**config.mk**
```make
export PLATFORM = sky130hd
export DESIGN_NAME = adc_frame_reader
export DESIGN_NICKNAME = d
export VERILOG_FILES = /design/src/rtl/adc_frame_reader.sv
export SDC_FILE = /design/constraint.sdc
export NUM_CORES = 1
export LEC_CHECK = 0
export BUFFER_PORTS_ARGS = -buffer_cell sky130_fd_sc_hd__buf_2
export CELL_PAD_IN_SITES_DETAIL_PLACEMENT = 1
export CELL_PAD_IN_SITES_GLOBAL_PLACEMENT = 2
export CORE_MARGIN = 2
export CORE_UTILIZATION = 31
export CTS_CLUSTER_SIZE = 8
export DETAILED_ROUTE_END_ITERATION = 6
export PLACE_DENSITY = 0.68
export SYNTH_ARGS = -nofsm -noshare
export SYNTH_HDL_FRONTEND = slang
export SYNTH_SLANG_ARGS = --single-unit
```
**constraint.sdc**
```tcl
create_clock -name Clk -period 5.2 [get_ports Clk]
set_input_delay 1.04 -clock Clk [delete_from_list [all_inputs] [get_ports Clk]]
set_output_delay 1.04 -clock Clk [all_outputs]
set_load 0.02 [all_outputs]
```
**src/rtl/adc_frame_reader.sv**
```systemverilog
// Drains the ADC sample FIFO into framed byte packets: sync, channel, 16-bit
// length, FRAME_LEN samples and an 8-bit sample checksum, over valid/ready.
module adc_frame_reader #(
  parameter int unsigned FRAME_LEN = 512,
  parameter logic [7:0]  SYNC_BYTE = 8'hA5,
  parameter logic [7:0]  CH_ID     = 8'h00
) (
  input  logic       Clk,
  input  logic       Reset_n,
  input  logic       start,
  input  logic [7:0] fifo_q,
  input  logic       fifo_empty,
  output logic       fifo_rdreq,
  output logic [7:0] tx_data,
  output logic       tx_valid,
  input  logic       tx_ready,
  output logic       busy,
  output logic       frame_done
);

  localparam logic [15:0] LEN = 16'(FRAME_LEN);

  typedef enum logic [3:0] {
    IDLE, SYNC, CHAN, LEN_H, LEN_L, FETCH, WAIT_Q, SEND, CSUM, DONE
  } state_t;

  state_t      state_q, state_d;
  logic [15:0] cnt_q, cnt_d, cnt_inc;
  logic [7:0]  csum_q, csum_d;
  logic [7:0]  sample_q, sample_d;

  assign cnt_inc = cnt_q + 16'd1;

  always_ff @(posedge Clk or negedge Reset_n) begin
    if (!Reset_n) begin
      state_q  <= IDLE;
      cnt_q    <= '0;
      csum_q   <= '0;
      sample_q <= '0;
    end else begin
      state_q  <= state_d;
      cnt_q    <= cnt_d;
      csum_q   <= csum_d;
      sample_q <= sample_d;
    end
  end

  // Outputs decode from the state register so an async reset clears them at once;
  // tx_data only changes on a state change, which needs a handshake while valid.
  always_comb begin
    state_d    = state_q;
    cnt_d      = cnt_q;
    csum_d     = csum_q;
    sample_d   = sample_q;
    fifo_rdreq = 1'b0;
    tx_valid   = 1'b0;
    tx_data    = 8'h00;
    busy       = 1'b1;
    frame_done = 1'b0;
    case (state_q)
      IDLE: begin
        busy = 1'b0;
        if (start) begin
          state_d = SYNC;
          cnt_d   = '0;
          csum_d  = '0;
        end
      end
      SYNC: begin
        tx_valid = 1'b1;
        tx_data  = SYNC_BYTE;
        if (tx_ready) state_d = CHAN;
      end
      CHAN: begin
        tx_valid = 1'b1;
        tx_data  = CH_ID;
        if (tx_ready) state_d = LEN_H;
      end
      LEN_H: begin
        tx_valid = 1'b1;
        tx_data  = LEN[15:8];
        if (tx_ready) state_d = LEN_L;
      end
      LEN_L: begin
        tx_valid = 1'b1;
        tx_data  = LEN[7:0];
        if (tx_ready) state_d = FETCH;
      end
      FETCH: begin
        if (!fifo_empty) begin
          fifo_rdreq = 1'b1;
          state_d    = WAIT_Q;
        end
      end
      WAIT_Q: begin
        sample_d = fifo_q;
        csum_d   = csum_q + fifo_q;
        state_d  = SEND;
      end
      SEND: begin
        tx_valid = 1'b1;
        tx_data  = sample_q;
        if (tx_ready) begin
          cnt_d   = cnt_inc;
          state_d = (cnt_inc == LEN) ? CSUM : FETCH;
        end
      end
      CSUM: begin
        tx_valid = 1'b1;
        tx_data  = csum_q;
        if (tx_ready) state_d = DONE;
      end
      DONE: begin
        busy       = 1'b0;
        frame_done = 1'b1;
        state_d    = IDLE;
      end
      default: begin
        busy    = 1'b0;
        state_d = IDLE;
      end
    endcase
  end

endmodule

```
==> flow_summary_export.csv <==
group,metric,value,unit
run_status,outcome,"finished, final reports clean",
finish,final_common_cell,"dfrtp_1",
global_routing,grt_overflow_total,0,
floorplan,initial_utilization,32.1,%
sta,finalSetupTns,0,ns
placed_design,dp_slack,2.24,ns
finish,fillers,867,
route,vias,2061,
logic_synthesis,synth-edff-count,0,
power,power_density,509,nW/µm²
global_routing,use_met3,2.59,%
power,switchingPower,548,µW
global_routing,antenna_found_initial,0,
floorplan,fp.dieArea,8220,µm²
route,wirelength,6310,µm
cts,ctsResizeCount,0,
floorplan,rows,31,
sta,setup_viol,0,
power,pwr-share-clk,20.4,%
finish,final_cell_mix,"dfrtp_1 (36), o21ai_0 (29), buf_2 (24), nand2_1 (21), nor2_1 (18)",
route,viasPerCell,5.44,
setup_path,critPathLaunchType,"flop",
route,drtPass1Iterations,4,
power,p_int,802,µW
cts,cts_hold_buf,0,
floorplan,die_w,90.7,µm
cts,cts_tree,"built",
setup_path,max_stage_delay,0.54,ns
placed_design,hpwlAfterDp,4380,µm
logic_synthesis,synth_area,2330,µm²
floorplan,io_pins,25,
cts,htreeDepth,2,
power,swShare,40.6,%
finish,multi_input_area,1350,µm²
logic_synthesis,syn_inst,263,
setup_path,crit_path_end_kind,"output port",
power,power,1.35,mW
cts,clock_path_buffers,2,
setup_path,crit_arrival,2.24,ns
global_routing,grt_use_met1,25.3,%
route,avgRoutedWirePerCell,16.6,µm
sta,max_freq,305,MHz
finish,layout-drive-gt1-share,17.9,%
worst_hold_path,hp-class,"flop to flop",
global_routing,met2_usage,23.3,%
sta,tightest_slew,0.869,ns
floorplan,core,7250,µm²
power,p_leak,1.14,nW
logic_synthesis,yosys_warnings,0,
setup_path,path_class,"flop to output port",
sta,hold_violations,0,
sta,final_max_slew_viol_count,0,
logic_synthesis,synthesis.nets,285,
global_routing,grt_busiest_layer,"met1",
finish,seq_area,901,µm²
power,ir_drop,0.222,mV
sta,min_period_over_period,63.1,%
placed_design,numPortBuffers,24,
cts,cts_root_buf,"clkbuf_8",
global_routing,grt_max_degree,37,
logic_synthesis,ys_ff_latch,36,
setup_path,cp_cell_sequence,"nor3_1 -> and2_1 -> nand2_1 -> o21ai_0 -> buf_2",
global_routing,grt_pass1_vias,2047,
setup_path,cp_slowest_cell,"dfrtp_1",
power,p_comb_share,46.1,%
route,drt_iter0_markers,133,
sta,relSlewSlack,42.1,%
route,ant_nets,0,
logic_synthesis,yosys_most_used_dff,"dfrtp_1",
cts,post_cts_buffers,0,
floorplan,die_h,90.7,µm
logic_synthesis,ys_seq_area_share,38.7,%
cts,clk_latency,0.29,ns
setup_path,rrSetupSlack,2.90,ns
global_routing,grt_usage,16.3,%
cts,cts_made_buffers,5,
sta,rsz0062_at_grt,"no",
placed_design,place.gp.congestion,0.742,
power,seqPwrFrac,33.5,%
logic_synthesis,ys_async_sr_fraction,100,%
global_routing,grt_pass1_wl,10900,µm
finish,antenna_cells,0,
run,maxCapViolations,0,
finish,fin_util,36.6,%
sta,min_period,3.28,ns
logic_synthesis,synth_cell_types,48,
route,drc_errors,0,
logic_synthesis,syn_avg_cell_area,8.86,µm²
setup_path,critPathMaxFanout,16,
finish,final_net_count,301,
cts,cts_sinks,36,
cts,cts.clk_slew.worst_paths,0.08,ns
sta,finClkSkew,0.00436,ns
sta,layout_setup_ws,1.92,ns
finish,area.growth.synth_to_final,13.9,%
setup_path,required,4.16,ns
## synthesized netlist by cell type (2+ instances only)
cell	number	share of area [%]
dfrtp_1	36	39
o21ai_0	29	6.2
nand2_1	21	3.4
nor2_1	18	2.9
a21oi_1	17	3.7
clkbuf_1	15	2.4
nand3_1	15	3.2
a22o_1	10	3.8
ha_1	8	4.3
mux2_2	8	3.9
nor3_1	7	1.5
a31oi_1	6	1.6
inv_1	6	0.97
and3_1	5	1.3
nand4_1	5	1.3
xnor2_1	5	1.9
a21o_1	4	1.3
and2_1	4	1.1
nand2b_1	4	1.1
o21bai_1	3	0.97
or3_1	3	0.81
buf_2	2	0.43
mux2i_1	2	0.86
nor4_1	2	0.54
nor4b_1	2	0.75
o211ai_1	2	0.64
o31ai_1	2	0.64
xor2_1	2	0.75
## metal layers
layer  share of wire (%)  vias to the layer above
met5                   0                        -
li1                    -                     1003
met2                  43                       32
met3                 3.4                        4
met1                  53                     1022
met4                0.70                        0
## cell type report
type	instances	area share, %
Sequential cell	36	33.9
Multi-Input combinational cell	204	50.7
Clock inverter	1	1.13
Clock buffer	7	3.63
Inverter	6	0.849
Tap cell	99	4.67
Timing Repair Buffer	26	5.09
## power groups by stage
stage               Clock [mW]  Sequential, mW  Combinational (mW)
global placement             0           0.459               0.618
detailed placement           0           0.458               0.622
global route             0.299           0.469               0.695
finish                   0.275           0.453               0.622
CTS                      0.289           0.452               0.625
floorplan                    0           0.417               0.487
## through the flow
step	instances	area, µm²	hold WS [ns]
finish	379	2650	0.516
global route	379	2650	0.535
CTS	379	2650	0.517
detailed placement	371	2530	0.498
global placement	371	2530	0.490
floorplan	263	2330	0.478
## sequential cells by signal (all words and copies together) (netlist names)
| name | flops |
|---|---|
| state_q | 4 |
| sample_q | 8 |
| csum_q | 8 |
| cnt_q | 16 |
## critical path, delay by kind of cell, from the launching register on
kind                   cells  cell delay, ns
and+or+nand+nor            3            1.07
buffers and inverters      1            0.21
DFF                        1            0.54
AOI/OAI and AO/OA          1            0.13
## cells by family (layout without fill, tap and decap cells)
kind of cell,count (synthesis),after routing,share of synthesized area [%]
and+or+nand+nor,96,96,22.0
AOI/OAI and AO/OA,82,82,23.0
DFF,36,36,38.7
buffers and inverters,23,40,3.81
muxes,10,10,4.73
adders and majority gates,9,9,5.16
xor gates and xnor gates,7,7,2.63
## worst paths after layout
path                                              start                       to  cells after the start
worst min register to register  sample_q[6]$_DFFE_PN0P_  sample_q[6]$_DFFE_PN0P_                      1
worst min-delay path            sample_q[6]$_DFFE_PN0P_  sample_q[6]$_DFFE_PN0P_                      1
min in group asynchronous                       Reset_n    csum_q[0]$_DFFE_PN0P_                      1
worst max-delay path             state_q[0]$_DFFE_PN0P_               tx_data[7]                      5
max in group asynchronous                       Reset_n     cnt_q[9]$_DFFE_PN0P_                      1
worst max register to register     cnt_q[3]$_DFFE_PN0P_   state_q[0]$_DFFE_PN0P_                      5
Power figures use the tool's default switching activity.
